**config.mk**
```make
export PLATFORM = sky130hd
export DESIGN_NAME = axi4_mem_master
export DESIGN_NICKNAME = d
export VERILOG_FILES = /design/src/rtl/axi4_mem_master.sv
export SDC_FILE = /design/constraint.sdc
export NUM_CORES = 1
export LEC_CHECK = 0
export ABC_AREA = 1
export CAP_MARGIN = 20
export CORE_UTILIZATION = 38
export CTS_CLUSTER_SIZE = 30
export DETAILED_ROUTE_END_ITERATION = 10
export PLACE_DENSITY = 0.81
export SLEW_MARGIN = 0
export SYNTH_ARGS = -nofsm -noshare
export SYNTH_HDL_FRONTEND = slang
export SYNTH_SLANG_ARGS = --single-unit
```
**constraint.sdc**
```tcl
create_clock -name clock -period 7.45 [get_ports clock]
set_input_delay 1.49 -clock clock [delete_from_list [all_inputs] [get_ports clock]]
set_output_delay 1.49 -clock clock [all_outputs]
set_load 0.02 [all_outputs]
```
**src/rtl/axi4_mem_master.sv**
```systemverilog
// -----------------------------------------------------------------------------
// axi4_mem_master
//
// Purpose:
//   AXI4 master-side bridge between a single-outstanding request port (the
//   IFU/LSU arbiter) and the core's io_master AXI4 bus. A read request becomes
//   one INCR burst of req_len+1 beats; a write request becomes a single-beat
//   write. Read beats and write completions come back on the response port,
//   registered, one cycle after the AXI handshake that produced them.
//
// Ports:
//   clock, reset              system clock, synchronous active-high reset
//   req_valid/ready           request handshake (ready only while idle)
//   req_write                 1 = single-beat write, 0 = read burst
//   req_addr, req_len         word-aligned byte address, read beats minus 1
//   req_wdata, req_wstrb      write payload
//   resp_valid                1-cycle pulse per read beat / write completion
//   resp_data/last/err        response payload, held between pulses
//   io_master_aw*/w*/b*       AXI4 write address, write data, write response
//   io_master_ar*/r*          AXI4 read address, read data
// -----------------------------------------------------------------------------
module axi4_mem_master #(
  parameter logic [3:0] AXI_ID = 4'h0,
  parameter int         DATA_W = 32
) (
  input  logic                  clock,
  input  logic                  reset,
  // request port
  input  logic                  req_valid,
  output logic                  req_ready,
  input  logic                  req_write,
  input  logic [31:0]           req_addr,
  input  logic [7:0]            req_len,
  input  logic [DATA_W-1:0]     req_wdata,
  input  logic [DATA_W/8-1:0]   req_wstrb,
  // response port
  output logic                  resp_valid,
  output logic [DATA_W-1:0]     resp_data,
  output logic                  resp_last,
  output logic                  resp_err,
  // AXI4 write address channel
  output logic                  io_master_awvalid,
  input  logic                  io_master_awready,
  output logic [31:0]           io_master_awaddr,
  output logic [3:0]            io_master_awid,
  output logic [7:0]            io_master_awlen,
  output logic [2:0]            io_master_awsize,
  output logic [1:0]            io_master_awburst,
  // AXI4 write data channel
  output logic                  io_master_wvalid,
  input  logic                  io_master_wready,
  output logic [DATA_W-1:0]     io_master_wdata,
  output logic [DATA_W/8-1:0]   io_master_wstrb,
  output logic                  io_master_wlast,
  // AXI4 write response channel
  output logic                  io_master_bready,
  input  logic                  io_master_bvalid,
  input  logic [1:0]            io_master_bresp,
  input  logic [3:0]            io_master_bid,
  // AXI4 read address channel
  output logic                  io_master_arvalid,
  input  logic                  io_master_arready,
  output logic [31:0]           io_master_araddr,
  output logic [3:0]            io_master_arid,
  output logic [7:0]            io_master_arlen,
  output logic [2:0]            io_master_arsize,
  output logic [1:0]            io_master_arburst,
  // AXI4 read data channel
  output logic                  io_master_rready,
  input  logic                  io_master_rvalid,
  input  logic [DATA_W-1:0]     io_master_rdata,
  input  logic [1:0]            io_master_rresp,
  input  logic                  io_master_rlast,
  input  logic [3:0]            io_master_rid
);

  typedef enum logic [2:0] {IDLE, RD_AR, RD_R, WR_AW_W, WR_B} state_e;

  state_e                state_q;
  logic [31:0]           addr_q;
  logic [7:0]            len_q;
  logic [7:0]            cnt_q;
  logic [DATA_W-1:0]     wdata_q;
  logic [DATA_W/8-1:0]   wstrb_q;

  logic                  req_ready_q;
  logic                  awvalid_q, wvalid_q, bready_q;
  logic                  arvalid_q, rready_q;
  logic                  resp_valid_q, resp_last_q, resp_err_q;
  logic [DATA_W-1:0]     resp_data_q;

  // Next-cycle helpers. A write channel counts as done once its valid has
  // dropped, or if its handshake completes this cycle.
  logic                  aw_done_d, w_done_d, beat_err_d;

  // IDs are not checked: only one transaction is ever outstanding.
  logic                  unused_ids;
  assign unused_ids = ^{io_master_bid, io_master_rid};

  assign aw_done_d  = !awvalid_q || io_master_awready;
  assign w_done_d   = !wvalid_q  || io_master_wready;
  assign beat_err_d = (io_master_rresp != 2'b00) || (io_master_rlast != (cnt_q == 8'd0));

  always_ff @(posedge clock) begin
    if (reset) begin
      state_q      <= IDLE;
      cnt_q        <= 8'd0;
      req_ready_q  <= 1'b1;
      awvalid_q    <= 1'b0;
      wvalid_q     <= 1'b0;
      bready_q     <= 1'b0;
      arvalid_q    <= 1'b0;
      rready_q     <= 1'b0;
      resp_valid_q <= 1'b0;
      resp_data_q  <= '0;
      resp_last_q  <= 1'b0;
      resp_err_q   <= 1'b0;
      // NOTE: addr/len/wdata/wstrb are left out of reset on purpose; they are
      // only ever seen on the bus behind a valid that reset clears.
    end else begin
      // NOTE: all state here uses non-blocking assignments so every branch
      // reads the pre-edge value; the pulse default below relies on that.
      resp_valid_q <= 1'b0;
      case (state_q)
        IDLE: begin
          if (req_valid) begin
            addr_q      <= req_addr;
            len_q       <= req_len;
            wdata_q     <= req_wdata;
            wstrb_q     <= req_wstrb;
            req_ready_q <= 1'b0;
            if (req_write) begin
              // Both write channels are raised together; neither waits on the other.
              awvalid_q <= 1'b1;
              wvalid_q  <= 1'b1;
              state_q   <= WR_AW_W;
            end else begin
              arvalid_q <= 1'b1;
              state_q   <= RD_AR;
            end
          end
        end
        RD_AR: begin
          if (io_master_arready) begin
            arvalid_q <= 1'b0;
            rready_q  <= 1'b1;
            cnt_q     <= len_q;
            state_q   <= RD_R;
          end
        end
        RD_R: begin
          if (io_master_rvalid) begin
            resp_valid_q <= 1'b1;
            resp_data_q  <= io_master_rdata;
            resp_last_q  <= (cnt_q == 8'd0);
            resp_err_q   <= beat_err_d;
            // The beat count, not rlast, ends the burst; an early rlast is
            // only reported through resp_err.
            if (cnt_q == 8'd0) begin
              rready_q    <= 1'b0;
              req_ready_q <= 1'b1;
              state_q     <= IDLE;
            end else begin
              cnt_q <= cnt_q - 8'd1;
            end
          end
        end
        WR_AW_W: begin
          if (io_master_awready) awvalid_q <= 1'b0;
          if (io_master_wready)  wvalid_q  <= 1'b0;
          if (aw_done_d && w_done_d) begin
            bready_q <= 1'b1;
            state_q  <= WR_B;
          end
        end
        WR_B: begin
          if (io_master_bvalid) begin
            bready_q     <= 1'b0;
            resp_valid_q <= 1'b1;
            resp_data_q  <= '0;
            resp_last_q  <= 1'b1;
            resp_err_q   <= (io_master_bresp != 2'b00);
            req_ready_q  <= 1'b1;
            state_q      <= IDLE;
          end
        end
        default: state_q <= IDLE;
      endcase
    end
  end

  assign req_ready         = req_ready_q;
  assign resp_valid        = resp_valid_q;
  assign resp_data         = resp_data_q;
  assign resp_last         = resp_last_q;
  assign resp_err          = resp_err_q;

  assign io_master_awvalid = awvalid_q;
  assign io_master_awaddr  = addr_q;
  assign io_master_awid    = AXI_ID;
  assign io_master_awlen   = 8'd0;
  assign io_master_awsize  = 3'b010;
  assign io_master_awburst = 2'b01;

  assign io_master_wvalid  = wvalid_q;
  assign io_master_wdata   = wdata_q;
  assign io_master_wstrb   = wstrb_q;
  assign io_master_wlast   = 1'b1;
  assign io_master_bready  = bready_q;

  assign io_master_arvalid = arvalid_q;
  assign io_master_araddr  = addr_q;
  assign io_master_arid    = AXI_ID;
  assign io_master_arlen   = len_q;
  assign io_master_arsize  = 3'b010;
  assign io_master_arburst = 2'b01;
  assign io_master_rready  = rready_q;

endmodule

```
## Word-level counts from Yosys, hierarchy flattened

Index checks and enable logic that the tools add are counted.

- Add/sub/neg operators: 1
- Equal/unequal tests: 16
- Multiplexer cells: 45
- Bitwise gates (word level): 1
- Reduce and logical (&&, ||, !) cells: 26

Operators with widths:

| operator | count |
|---|---|
| $mux 32 | 2 |
| $pmux 32 s2 | 1 |
| $mux 8 | 3 |
| $ne 2x2->1 const B | 11 |
| $mux 1 | 21 |
| $reduce_and 4->1 | 5 |
| $mux 3 | 6 |
| $pmux 1 s2 | 8 |
| $pmux 8 s2 | 1 |
| $pmux 3 s5 | 1 |
| $reduce_bool 2->1 | 7 |
| $reduce_and 3->1 | 3 |
| $logic_not 8->1 | 1 |
| $sub 8x1->8 const B | 1 |
| $eq 3x2->1 const B | 2 |
| $reduce_and 6->1 | 1 |
| $reduce_and 5->1 | 1 |
| $eq 3x1->1 const B | 1 |
| $eq 3x3->1 const B | 1 |
| $logic_not 3->1 | 1 |
| $logic_or 1x1->1 | 3 |
| $pmux 1 s3 | 1 |
| $reduce_bool 3->1 | 1 |
| $logic_not 1->1 | 2 |
| 4 further kinds | 4 |

- Register bits after elaboration: 128
- Input bits: 130
- Output and inout port bits: 176
- Word-level logic and storage cells: 105

## Depth between registers and ports, before layout

- Word-level depth: 5
- Depth in mapped cells: 10
- Mapped depth without buffers: 10

## Worst setup path before layout

OpenSTA, ideal clock, no wires.

- Path type: input to register
- From: input reset
- To: register addr_q[0], in the netlist io_master_araddr[0], enable pin
- Library setup time: 511 ps
- Data arrival time: 5082 ps
- Required time: 6939 ps
- Setup slack: 1857 ps
- Cell stages on the path: 3
- Buffers on the path: 2
- Cells stage by stage: clkbuf_1 clkbuf_1 nor2_1

- Word-level cells in the longest chain between the ends: 2

Ends and longest elaborated chain:

| element | RTL line | source |
|---|---|---|
| from (decl) | 27 | `input logic reset,` |
| $not 1->1 (no source line) | -- |  |
| $reduce_and 3->1 (no source line) | -- |  |
| to (signal assigned) | 127 | `addr_q <= req_addr;` |
| to (decl) | 80 | `logic [31:0] addr_q;` |

Every way passes these cells.
A chain may end at the register's enable or synchronous reset.

## Worst setup path in the final report

- From: input req_valid
- To: register addr_q[1], in the netlist io_master_araddr[1], enable pin

- Word-level cells in the longest chain between the ends: 1

Ends and longest elaborated chain:

| element | RTL line | source |
|---|---|---|
| from (decl) | 29 | `input logic req_valid,` |
| $reduce_and 3->1 (no source line) | -- |  |

Every way passes these cells.

==> metrics.txt <==
Synth Flop Type edfxtp_1; Setup CP Type in -> reg; family with the most delay on the worst path buffers and inverters; final setup violation count 0; post_cts resized 0; GRT Total Usage 20.0%; Final Net Count 845; WL/cell between 15 and 20 um; setup_tns 0 ps; distinct cell type count after synthesis 27; Buffers on Ports between 200 and 300; drt drc 0; Vias/cell ~4.7; GR Overflow Total 0; core area 13200 sq um; Worst VDD drop 0.158 mV; H-tree levels 4; first-pass GRT wire length roughly 21000 um; via count between 4k and 5k; final wirelength around 14000 um; status completed; CP Capture Type flop; startpoint types input port; top cells by area, synth edfxtp_1 (45%), dfxtp_1 (20%), buf_4 (9.1%), nand2_1 (5.6%), nand3_1 (5.0%); die area approximately 14000 sq um; synthesized area a little over 5000 sq um; sequential fraction of design power about two fifths; CTS buffer count 17; CTS Root Cell clkbuf_16; met3 usage about 5.6%; Power Internal between 1.5 and 2 mW; die height between 100 and 150 um; synthesized flop and latch total about 130; synth cell count leaders edfxtp_1 (76), nand2_1 (76), buf_4 (62); slowest CP cell buf_4; final setup skew approximately 6.7 ps; final std cells w/o fill approximately 900; Synth top area share between 40 and 50%; final hold vios 0; vias in the first global route 4099; Slew HR around a third; Yosys top cell by area edfxtp_1; clk sink count between 100 and 150; Most common cell on crit path inv_1; final critical-path share of the clock period between 40% and 50%; RSZ-0062 raised after global routing false; Final min period approximately 3600 ps; Synthesis Warnings 0; Slew Limit Fails 0; drt pass-1 iters 5; Max Cap Viol 0; RePlAce Congestion about 0.83; DIE WIDTH 118 um; Clock power frac approximately a third; Critical Path RT roughly 7500 ps; Cell Pwr Density 277 nW/um^2; layout cell share with drive strength beyond 1 slightly below 6%; worst hold-check path type reg -> reg; Post-CTS Setup Inserts 0; busiest layer in global routing met2; initial antenna violation count 0; CTS clk-pin slew, worst paths roughly 50 ps; CTS tree yes; Psw ~0.68 mW; Combinational Power Share 27.2%; Starting Density around 39%; P&R area growth vs syn 58.9%; Cells after Synth between 400 and 500; Max Freq 0.281 GHz; Post-DP HPWL between 10000 and 15000 um; Post-synth ARST share 0%; Data arrival, critical path ~3600 ps; Post-Place Cells between 800 and 900; largest net degree at the start of global routing 50; Tot Pwr approximately 2.3 mW; worst-path cell chain clkdlybuf4s50_1, inv_1, nor2_1, inv_1, nor2_4, buf_4; CP max FO 49; worst slew pin tran slightly below 1000 ps; EDFF count, synth 76; Iter 0 DRT Violations 240; filler cell count about 1.0k; CP bufs+invs 4; Skew-Pair Late Insertion Delay 410 ps; Longest Clk Path Bufs 2; Core Rows 42; mean area per synthesized cell about 11 sq um; slowest stage delay, CP roughly 650 ps; M2 GR Usage between 30% and 40%; sequential-to-total area share from yosys stat between 60% and 70%; Diodes inserted 0; leakage power 3.01 nW; IO Pins a little over 300; GR Util met1 between 20% and 30%; Final ANT Viol Nets 0; Post-CTS Hold Fix Bufs 0; Net Sw Frac 29.9%
[power groups by stage]
| stage | registers (mW) | clock network [mW] | logic [mW] |
|---|---|---|---|
| global route | 0.902 | 0.799 | 0.670 |
| floorplan | 0.973 | 0 | 0.313 |
| global placement | 0.900 | 0 | 0.591 |
| detailed placement | 0.905 | 0 | 0.611 |
| finish | 0.894 | 0.750 | 0.614 |
| CTS | 0.893 | 0.764 | 0.614 |
[metal layers]
| metal | wire (um) | vias to the layer above |
|---|---|---|
| met2 | 7540 | 212 |
| met1 | 5030 | 1990 |
| met4 | 411 | 0 |
| li1 | - | 1985 |
| met5 | 0 | - |
| met3 | 851 | 30 |
[sequential cells by signal, indices dropped and copies added (netlist names), 3 cells and up]
register	flops
cnt_q	8
io_master_araddr	32
io_master_arlen	8
io_master_wdata	32
io_master_wstrb	4
resp_data	32
state_q	3
[per-stage QoR]
stage	util (%)	hold WS, ps	setup slack (ps)	area [sq um]
6_report	61.8	459	3890	8150
5_1_grt	61.8	477	3750	8150
4_1_cts	61.8	464	3870	8150
3_5_place_dp	57.7	456	3430	7620
3_3_place_gp	57.7	449	3520	7620
2_1_floorplan	-	453	1860	5220
[final cells by class]
cell class,instances,area (sq um),area share [%]
Clock inverter,12,100,1.23
Clock buffer,19,433,5.31
Inverter,32,123,1.50
Tap cell,176,220,2.70
Sequential cell,128,3320,40.8
Multi-Input combinational cell,263,1240,15.3
Timing Repair Buffer,271,2710,33.2
[kinds of logic (layout without fill, tap and decap cells)]
| group | after synthesis | count (layout) | synth area share [%] |
|---|---|---|---|
| buffers and inverters | 106 | 334 | 12.9 |
| xor gates and xnor gates | 2 | 2 | 0.342 |
| other | 2 | 27 | 0.146 |
| and+or+nand+nor | 170 | 170 | 15.1 |
| DFF | 128 | 128 | 64.8 |
| adders and majority gates | 2 | 2 | 0.488 |
| AOI/OAI and AO/OA | 62 | 62 | 6.22 |
[path summary, 6_finish.rpt]
check | slack [ps] | start | to | depth (start not counted)
setup / recovery | 3890 | req_valid | io_master_araddr[1]$_DFFE_PP_ | 6
hold / removal | 460 | resp_data[29]$_SDFFE_PP0P_ | resp_data[29]$_SDFFE_PP0P_ | 2
setup reg to reg | 4790 | state_q[0]$_SDFFE_PP0P_ | io_master_araddr[1]$_DFFE_PP_ | 6
hold reg to reg | 460 | resp_data[29]$_SDFFE_PP0P_ | resp_data[29]$_SDFFE_PP0P_ | 2
[tightest hold or removal path: stages (launching register included)]
cell and delay, ps:
dfxtp_1 300, nand2_1 60, a21oi_1 50
[cells in the final DEF (no fill, tap or decap), types with 2 or more instances in the layout]
cell type and n:
nand3_1 51, nand2_4 2, xnor2_1 2, conb_1 27, nor3_1 3, dfxtp_1 52
bufinv_16 2, clkbuf_1 2, a21oi_1 42, nor2_1 25, or2_2 2, ha_1 2
clkinv_2 2, nand2_2 3, edfxtp_1 76, inv_2 5, nor2_4 5, inv_1 26
clkinv_1 8, nand2_1 76, clkbuf_16 17, a221oi_1 2, clkdlybuf4s50_1 269, o21ai_0 17
No activity file was read; power rests on OpenSTA's default activity.
